==> src/rtl/regfile_pkg.sv <==
// rtl/regfile_pkg.sv - shared register-file widths and writeback arbiter state type
package regfile_pkg;

  localparam int RF_ADDR = 4;
  localparam int RF_SIZE = 32;
  localparam int RF_NUM  = 16;

  // ARB: round-robin among all requesters; LOCKED: one owner holds the write port for a burst
  typedef enum logic {
    ARB    = 1'b0,
    LOCKED = 1'b1
  } wb_arb_state_t;

endpackage

==> src/rtl/rr_priority_picker.sv <==
// rtl/rr_priority_picker.sv - combinational round-robin picker: first set request at or after ptr
module rr_priority_picker #(
  parameter int NREQ = 3,
  parameter int IW   = (NREQ > 1) ? $clog2(NREQ) : 1
) (
  input  logic [NREQ-1:0] req,
  input  logic [IW-1:0]   ptr,
  output logic [NREQ-1:0] gnt,
  output logic [IW-1:0]   idx
);

  logic [IW:0] cand;

  // Scan offsets from the far end back to ptr so the nearest requester after ptr wins last
  always_comb begin
    gnt  = '0;
    idx  = '0;
    cand = '0;
    for (int k = NREQ - 1; k >= 0; k--) begin
      cand = {1'b0, ptr} + (IW + 1)'(k);
      if (cand >= (IW + 1)'(NREQ)) begin
        cand = cand - (IW + 1)'(NREQ);
      end
      if (req[cand[IW-1:0]]) begin
        gnt                = '0;
        gnt[cand[IW-1:0]]  = 1'b1;
        idx                = cand[IW-1:0];
      end
    end
  end

endmodule

==> src/rtl/regfile_wb_arbiter.sv <==
// rtl/regfile_wb_arbiter.sv - round-robin writeback arbiter with burst lock for the register file write port
module regfile_wb_arbiter
  import regfile_pkg::*;
#(
  parameter int NREQ     = 3,
  parameter int ADDR     = RF_ADDR,
  parameter int SIZE     = RF_SIZE,
  parameter int LOCK_MAX = 16,
  parameter int IW       = (NREQ > 1) ? $clog2(NREQ) : 1
) (
  input  logic                 clk,
  input  logic                 Rst,
  input  logic [NREQ-1:0]      req_valid,
  input  logic [NREQ-1:0]      req_lock,
  input  logic [NREQ*ADDR-1:0] req_addr,
  input  logic [NREQ*SIZE-1:0] req_data,
  output logic [NREQ-1:0]      req_ready,
  output logic                 Write_Reg,
  output logic [ADDR-1:0]      W_Addr,
  output logic [SIZE-1:0]      W_Data,
  output logic [IW-1:0]        grant_id,
  output logic [(1<<ADDR)-1:0] busy_mask
);

  // lock_cnt counts beats the owner has already taken in the current burst
  localparam int LCW      = $clog2(LOCK_MAX + 1);
  localparam bit CAN_LOCK = (LOCK_MAX > 1);

  wb_arb_state_t   state;
  wb_arb_state_t   state_nxt;
  logic [IW-1:0]   rr_ptr;
  logic [IW-1:0]   owner;
  logic [IW-1:0]   pick_idx;
  logic [IW-1:0]   win;
  logic [IW-1:0]   rr_nxt;
  logic [NREQ-1:0] pick_gnt;
  logic [LCW-1:0]  lock_cnt;
  logic            xfer;
  logic            win_lock;
  logic            lock_last;
  logic [ADDR-1:0] sel_addr;
  logic [SIZE-1:0] sel_data;

  rr_priority_picker #(
    .NREQ (NREQ),
    .IW   (IW)
  ) u_picker (
    .req (req_valid),
    .ptr (rr_ptr),
    .gnt (pick_gnt),
    .idx (pick_idx)
  );

  assign win       = (state == LOCKED) ? owner : pick_idx;
  assign xfer      = |(req_ready & req_valid);
  assign win_lock  = req_lock[win];
  // The beat taken while lock_cnt == LOCK_MAX-1 is the owner's last one
  assign lock_last = (lock_cnt == LCW'(LOCK_MAX - 1));
  assign rr_nxt    = (win == IW'(NREQ - 1)) ? '0 : win + 1'b1;

  // Select the winning requester's address and data fields
  always_comb begin
    sel_addr = '0;
    sel_data = '0;
    for (int i = 0; i < NREQ; i++) begin
      if (win == IW'(i)) begin
        sel_addr = req_addr[i*ADDR +: ADDR];
        sel_data = req_data[i*SIZE +: SIZE];
      end
    end
  end

  // FSM state register
  always_ff @(posedge clk or posedge Rst) begin
    if (Rst) begin
      state <= ARB;
    end else begin
      state <= state_nxt;
    end
  end

  // FSM next state: enter LOCKED on a locking beat, leave on an unlocked or final beat
  always_comb begin
    state_nxt = state;
    case (state)
      ARB: begin
        if (xfer && win_lock && CAN_LOCK) begin
          state_nxt = LOCKED;
        end
      end
      LOCKED: begin
        if (xfer && (!win_lock || lock_last)) begin
          state_nxt = ARB;
        end
      end
      default: state_nxt = ARB;
    endcase
  end

  // FSM outputs: ready to the round-robin winner, or only to the lock owner
  always_comb begin
    req_ready = '0;
    if (!Rst) begin
      case (state)
        ARB:     req_ready = pick_gnt;
        LOCKED:  req_ready[owner] = req_valid[owner];
        default: req_ready = '0;
      endcase
    end
  end

  // Round-robin pointer, lock owner and burst beat counter
  always_ff @(posedge clk or posedge Rst) begin
    if (Rst) begin
      rr_ptr   <= '0;
      owner    <= '0;
      lock_cnt <= '0;
    end else if (xfer) begin
      rr_ptr <= rr_nxt;
      if (state == ARB) begin
        owner    <= win;
        lock_cnt <= (win_lock && CAN_LOCK) ? LCW'(1) : '0;
      end else if (state_nxt == ARB) begin
        lock_cnt <= '0;
      end else begin
        lock_cnt <= lock_cnt + 1'b1;
      end
    end
  end

  // Registered write port: one cycle after acceptance, fields hold when idle
  always_ff @(posedge clk or posedge Rst) begin
    if (Rst) begin
      Write_Reg <= 1'b0;
      W_Addr    <= '0;
      W_Data    <= '0;
      grant_id  <= '0;
    end else begin
      Write_Reg <= xfer;
      if (xfer) begin
        W_Addr   <= sel_addr;
        W_Data   <= sel_data;
        grant_id <= win;
      end
    end
  end

  // Registers with a pending request or a write on the port this cycle
  always_comb begin
    busy_mask = '0;
    for (int i = 0; i < NREQ; i++) begin
      if (req_valid[i]) begin
        busy_mask[req_addr[i*ADDR +: ADDR]] = 1'b1;
      end
    end
    if (Write_Reg) begin
      busy_mask[W_Addr] = 1'b1;
    end
  end

endmodule
==> config.mk <==
export PLATFORM = sky130hd
export DESIGN_NAME = regfile_wb_arbiter
export DESIGN_NICKNAME = d
export VERILOG_FILES = /design/src/rtl/regfile_pkg.sv /design/src/rtl/rr_priority_picker.sv /design/src/rtl/regfile_wb_arbiter.sv
export SDC_FILE = /design/constraint.sdc
export NUM_CORES = 1
export LEC_CHECK = 0
export CORE_MARGIN = 4
export CORE_UTILIZATION = 45
export DETAILED_ROUTE_END_ITERATION = 16
export PLACE_DENSITY = 0.9
export SETUP_SLACK_MARGIN = 0.5
export SYNTH_ARGS = -nofsm -noshare
export SYNTH_HDL_FRONTEND = slang
export SYNTH_SLANG_ARGS = --single-unit
==> constraint.sdc <==
create_clock -name clk -period 6.4 [get_ports clk]
set_input_delay 1.28 -clock clk [delete_from_list [all_inputs] [get_ports clk]]
set_output_delay 1.28 -clock clk [all_outputs]
set_load 0.005 [all_outputs]
# Word-level counts from Yosys, hierarchy flattened
# Index checks and enable logic that the tools add are counted.
totals:
  ff_bits: 49
  input_bits: 116
  out_inout_bits: 58
  word_cells: 114
op_classes:
  add_sub_neg: 7
  order_cmp: 20
  eq_ne: 3
  muxes: 55
  bitwise: 6
  n_reduce_logical: 15
op_table:
  columns: ["op", "n"]
  rows:
  - ["32-bit 2-to-1 mux", 3]
  - ["16-bit 2-to-1 mux", 4]
  - ["16-bit OR", 3]
  - ["4-bit by 5-bit less-than comparator with 1-bit output (second input constant)", 4]
  - ["1-bit demux with 4-bit select", 4]
  - ["4-bit by 1-bit >= comparator with 1-bit output (second input constant)", 4]
  - ["1-bit 2-to-1 mux", 16]
  - ["2-bit 2-to-1 mux", 8]
  - ["2-bit by 3-bit less-than comparator with 1-bit output (second input constant)", 5]
  - ["3-bit 2-to-1 mux", 4]
  - ["4-bit 2-to-1 mux", 3]
  - ["1-bit binary-select mux with 2-bit select", 5]
  - ["1-bit logical AND", 10]
  - ["5-bit 2-to-1 mux", 2]
  - ["1-bit demux with 2-bit select", 4]
  - ["2-bit by 1-bit >= comparator with 1-bit output (second input constant)", 4]
  - ["3-bit bitwise AND", 2]
  - ["3-bit by 2-bit >= comparator with 1-bit output (second input constant)", 2]
  - ["3-bit case mux with 2 select lines", 1]
  - ["2-bit subtractor (second input constant)", 3]
  - ["5-bit by 1-bit adder with 5-bit output (second input constant)", 1]
  - ["5-bit by 4-bit == test with 1-bit output (second input constant)", 1]
  - ["2-bit by 1-bit adder with 3-bit output (second input constant)", 1]
  - ["2-bit by 2-bit adder with 3-bit output (second input constant)", 1]
  - ["other kinds (11)", 11]

# Depth between registers and ports, before layout
logic_depth:
  word_depth: 19
  ltp_mapped: 13
  ltp_nobuf: 11

# Cells and area by module
# From an unflattened synthesis, not the netlist that was laid out.
unflattened:
  cells_unflattened: 383
  hier_area_um2: 3326.9
by_module_without_submodules:
  columns: ["mod", "n_inst", "cells_per_inst", "area_per_inst_um2", "seq_area_each_um2"]
  rows:
  - ["regfile_wb_arbiter", 1, 347, 3075.4, 1226.2]
  - ["rr_priority_picker", 1, 36, 251.5, 0.0]

# Worst setup path before layout
# No wires, ideal clock.
synth_path:
  path_kind: "input-to-output"
  startpoint: "input port Rst"
  endpoint: "output port req_ready[0]"
  arrival_time_ps: 2689
  required_ps: 5120
  slack_ps: 2431
  cell_stages: 3
  path_buffers: 0
  cell_sequence: "inv_1 > nand4_1 > nand4_1"
synth_between:
  elab_chain_len: 1
synth_lines:
  columns: ["element", "line_no", "source"]
  rows:
  - ["from (decl)", "regfile_wb_arbiter.sv:12", "input logic Rst,"]
  - ["3-bit 2-to-1 mux", "regfile_wb_arbiter.sv:103", "if (!Rst) begin"]
  - ["to (decl)", "regfile_wb_arbiter.sv:17", "output logic [NREQ-1:0] req_ready,"]
# Every way passes these cells.

# Worst setup path in the final report
layout_path:
  startpoint: "input port req_valid[1]"
  endpoint: "output port req_ready[2]"
layout_between:
  elab_chain_len: 7
  word_cells_on_any_way: 14
  classes_between: "mux: 13; bitwise: 1"
layout_lines:
  columns: ["element", "line_no", "source"]
  rows:
  - ["from (decl)", "regfile_wb_arbiter.sv:13", "input logic [NREQ-1:0] req_valid,"]
  - ["1-bit binary-select mux with 2-bit select", "rr_priority_picker.sv:24", "if (req[cand[IW-1:0]]) begin"]
  - ["1-bit 2-to-1 mux (implied by the code)", "rr_priority_picker.sv:24", null]
  - ["3-bit 2-to-1 mux (3 in a row)", "rr_priority_picker.sv:24", null]
  - ["3-bit case mux with 2 select lines *", "regfile_wb_arbiter.sv:104", "case (state)"]
  - ["3-bit 2-to-1 mux *", "regfile_wb_arbiter.sv:103", null]
# Mark *: on every way between the ends. The rest lies on a longest branch, timed or not. The select of a mux whose other input is x is not followed.

==> metrics.md <==
| Metric | Value |
|---|---|
| Status | `finished clean` |
| Worst-path clk slew | `0.10 ns` |
| Top_reg_cell synth | `dfrtp_1` |
| Htree depth | `2` |
| First-pass GRT wire length | `18550 µm` |
| Distinct cells, synth | `61` |
| Maximum vdd drop | `0.2483 mV` |
| Largest net degree at the start of global routing | `50` |
| WL final | `12220 µm` |
| Number of flops mapped to enable cells by yosys | `0` |
| Via/cell ratio | `5.964` |
| Synth Warn # | `0` |
| Final hold vios | `0` |
| DP HPWL | `9507 µm` |
| Cts-stage hold buffer count | `0` |
| Number of max-cap violations | `0` |
| Total Power Consumption | `2.754 mW` |
| Area Growth Syn to Fin | `45.08%` |
| CP Launch Type | `input pin` |
| Post-cts resize count | `0` |
| Post-DR wirelength/cell | `19.01 µm` |
| Sum Neg Setup Slack | `0 ns` |
| Layout cell share with drive strength beyond 1 | `17.57%` |
| Vias in the first global route | `3830` |
| Port Buf Inserts | `173` |
| Mapped Cells | `376` |
| GRT Total Usage | `22.12%` |
| Die X | `102.2 µm` |
| Initial DRC count | `152` |
| Skew final | `0.009153 ns` |
| Yosys reg bits | `49` |
| Fin crit period | `5.037 ns` |
| Die H | `102.2 µm` |
| Row cnt | `34` |
| Grt total ovfl | `0` |
| RSZ-0062 raised after global routing | `false` |
| Final Wtd Congestion | `0.9897` |
| Final Cycle Share | `78.71%` |
| PD cells | `475.7 mW/mm²` |
| Antenna-violating nets left | `0` |
| Fin util | `66.72%` |
| DRC Markers | `0` |
| Initial Util | `45.99%` |
| Mapped Area | `0.003991 mm²` |
| Root buffer cell | `clkbuf_8` |
| Setup violations, final | `0` |
| Syn_nets | `497` |
| I/O pins | `174` |
| CP required | `5.12 ns` |
| CP endpoint kind | `primary output` |
| Avg Cell Area, Syn | `10.62 µm²` |
| Achievable clock frequency | `198.5 MHz` |
| Nets@finish | `655` |
| Clock sinks | `49` |
| Detailed-route via count | `3835` |
| Initial antenna violation count | `0` |
| Final slew viol count | `0` |
| Critical Path AT | `3.76 ns` |
| Core area | `0.008678 mm²` |
| Worst-margin pin slew | `0.9271 ns` |
| CTS buffer count | `5` |
| Worst Hold Class | `reg2reg` |
| Crit-path max FO | `15` |
| Die area | `0.01044 mm²` |
| First-pass DRT Iterations | `5` |
| Diodes inserted | `0` |
| Post-synthesis sequential area ratio | `30.72%` |
| Setup bufs post-CTS | `0` |
| Static Leakage | `2.360 nW` |
| Clk_lat worst skew | `0.30 ns` |
| TritonCTS clock tree | `yes` |
| Critical path class | `in2out` |
| Clk buf depth | `2` |
| Ys async rst share | `100.0%` |
| Slew margin rel. | `38.05%` |
cells in the final DEF, fill, tap and decap left out, types with 4 or more instances in the layout:
cell type          n
dfrtp_1           49
mux2_4            36
nand2b_1          11
nand3b_1           4
mux2_2            31
nor2_1            15
clkdlybuf4s50_1  173
inv_1             11
nand2_1           19
o211ai_1           5
nor2b_1           10
mux2_1             6
o22ai_1           10
ha_1               5
o21ai_0            8
a21oi_1            9
a221o_1            8
a22oi_1            6
nand3_1            9
a22o_1            37
o2bb2ai_1          4
nor3_1             5
a31oi_1            4
clkbuf_8           5
path summary, 6_finish.rpt:
| path | start | endpoint | slack [ns] | cells after the start |
|---|---|---|---|---|
| max | req_valid[1] | req_ready[2] | 1.36 | 8 |
| min | grant_id[0] | grant_id[0] | 0.50 | 1 |
| max reg2reg | rr_ptr[0] | W_Data[28] | 2.92 | 10 |
| min reg2reg | grant_id[0] | grant_id[0] | 0.50 | 1 |
| max in group asynchronous | Rst | W_Addr[0] | 4.35 | 3 |
| min in group asynchronous | Rst | rr_ptr[1] | 1.62 | 3 |
where the power goes:
part | internal, mW | switching (mW)
logic | 1.12 | 0.852
clock network | 0.0797 | 0.112
registers | 0.463 | 0.123
total | 1.67 | 1.09
per-layer routing:
layer | GRT usage [%] | routed length [µm] | up-vias
met1 | 26.12 | 4524 | 1842
met3 | 4.915 | 1015 | 25
li1 | - | - | 1773
met4 | 7.467 | 318 | 0
met5 | 0 | 0 | -
met2 | 39.58 | 6364 | 195
state kept, by name, summed over array words and instances, names as in the netlist:
name	flops
W_Data	32
lock_cnt	5
Write_Reg	1
owner	2
rr_ptr	2
W_Addr	4
state	1
grant_id	2
Yosys cell counts, drive strengths merged (3+ instances only):
cell / count / area share (%)
o22ai: 11 / 1.9
o311ai: 3 / 0.66
mux2: 73 / 24
nand2b: 11 / 1.7
dfrtp: 49 / 31
clkbuf: 5 / 0.47
nand2: 19 / 1.8
nand3: 9 / 1.1
a31oi: 6 / 1.7
a22o: 38 / 8.6
o2111ai: 3 / 0.66
a22oi: 6 / 1.1
ha: 5 / 1.6
inv: 14 / 1.4
o21ai: 9 / 1.2
or3b: 3 / 0.72
o2bb2ai: 4 / 0.88
nand4: 3 / 0.47
nor2: 17 / 2.2
buf: 20 / 4.6
a21o: 3 / 0.56
or2: 3 / 0.47
a21oi: 9 / 1.1
nand3b: 4 / 0.75
nor3: 5 / 0.63
a221o: 8 / 2.0
nor2b: 10 / 1.6
o211ai: 5 / 0.94
final cells by class:
class	instances	area, µm²
clock buffer	5	68.82
sequential	49	1226
inverter	14	57.56
multi-input combinational	288	2522
tap	108	135.1
fill	693	2888
clock inverter	3	26.28
timing repair buffer	176	1754
cell families (layout without fill, tap and decap cells):
logic type      count (synthesis)  count (layout)  synth area share (%)
flops                          49              49                 30.72
compound gates                115             115                 23.51
simple gates                   94              94                 13.48
mux                            74              74                 24.23
fa+ha+maj                       5               5                 1.567
buf+inv                        39             198                 6.489
metrics by stage:
step	hold slack (ns)	cell area, µm²	std cells	worst slack (ns)
2_1_floorplan	0.4711	3991	376	2.431
3_3_place_gp	0.4958	5695	635	1.468
3_5_place_dp	0.4708	5695	635	1.378
4_1_cts	0.5071	5791	643	1.371
5_1_grt	0.5320	5791	643	1.212
6_report	0.5050	5791	643	1.363
critical path, stage by stage:
cell and delay (ns):
clkdlybuf4s50_1 0.68, nor2b_1 0.27, o2111ai_1 0.11, a21oi_1 0.34, o21bai_1 0.12, a21o_1 0.23, inv_2 0.18, clkdlybuf4s50_1 0.53
(Power assumes the default switching activity.)
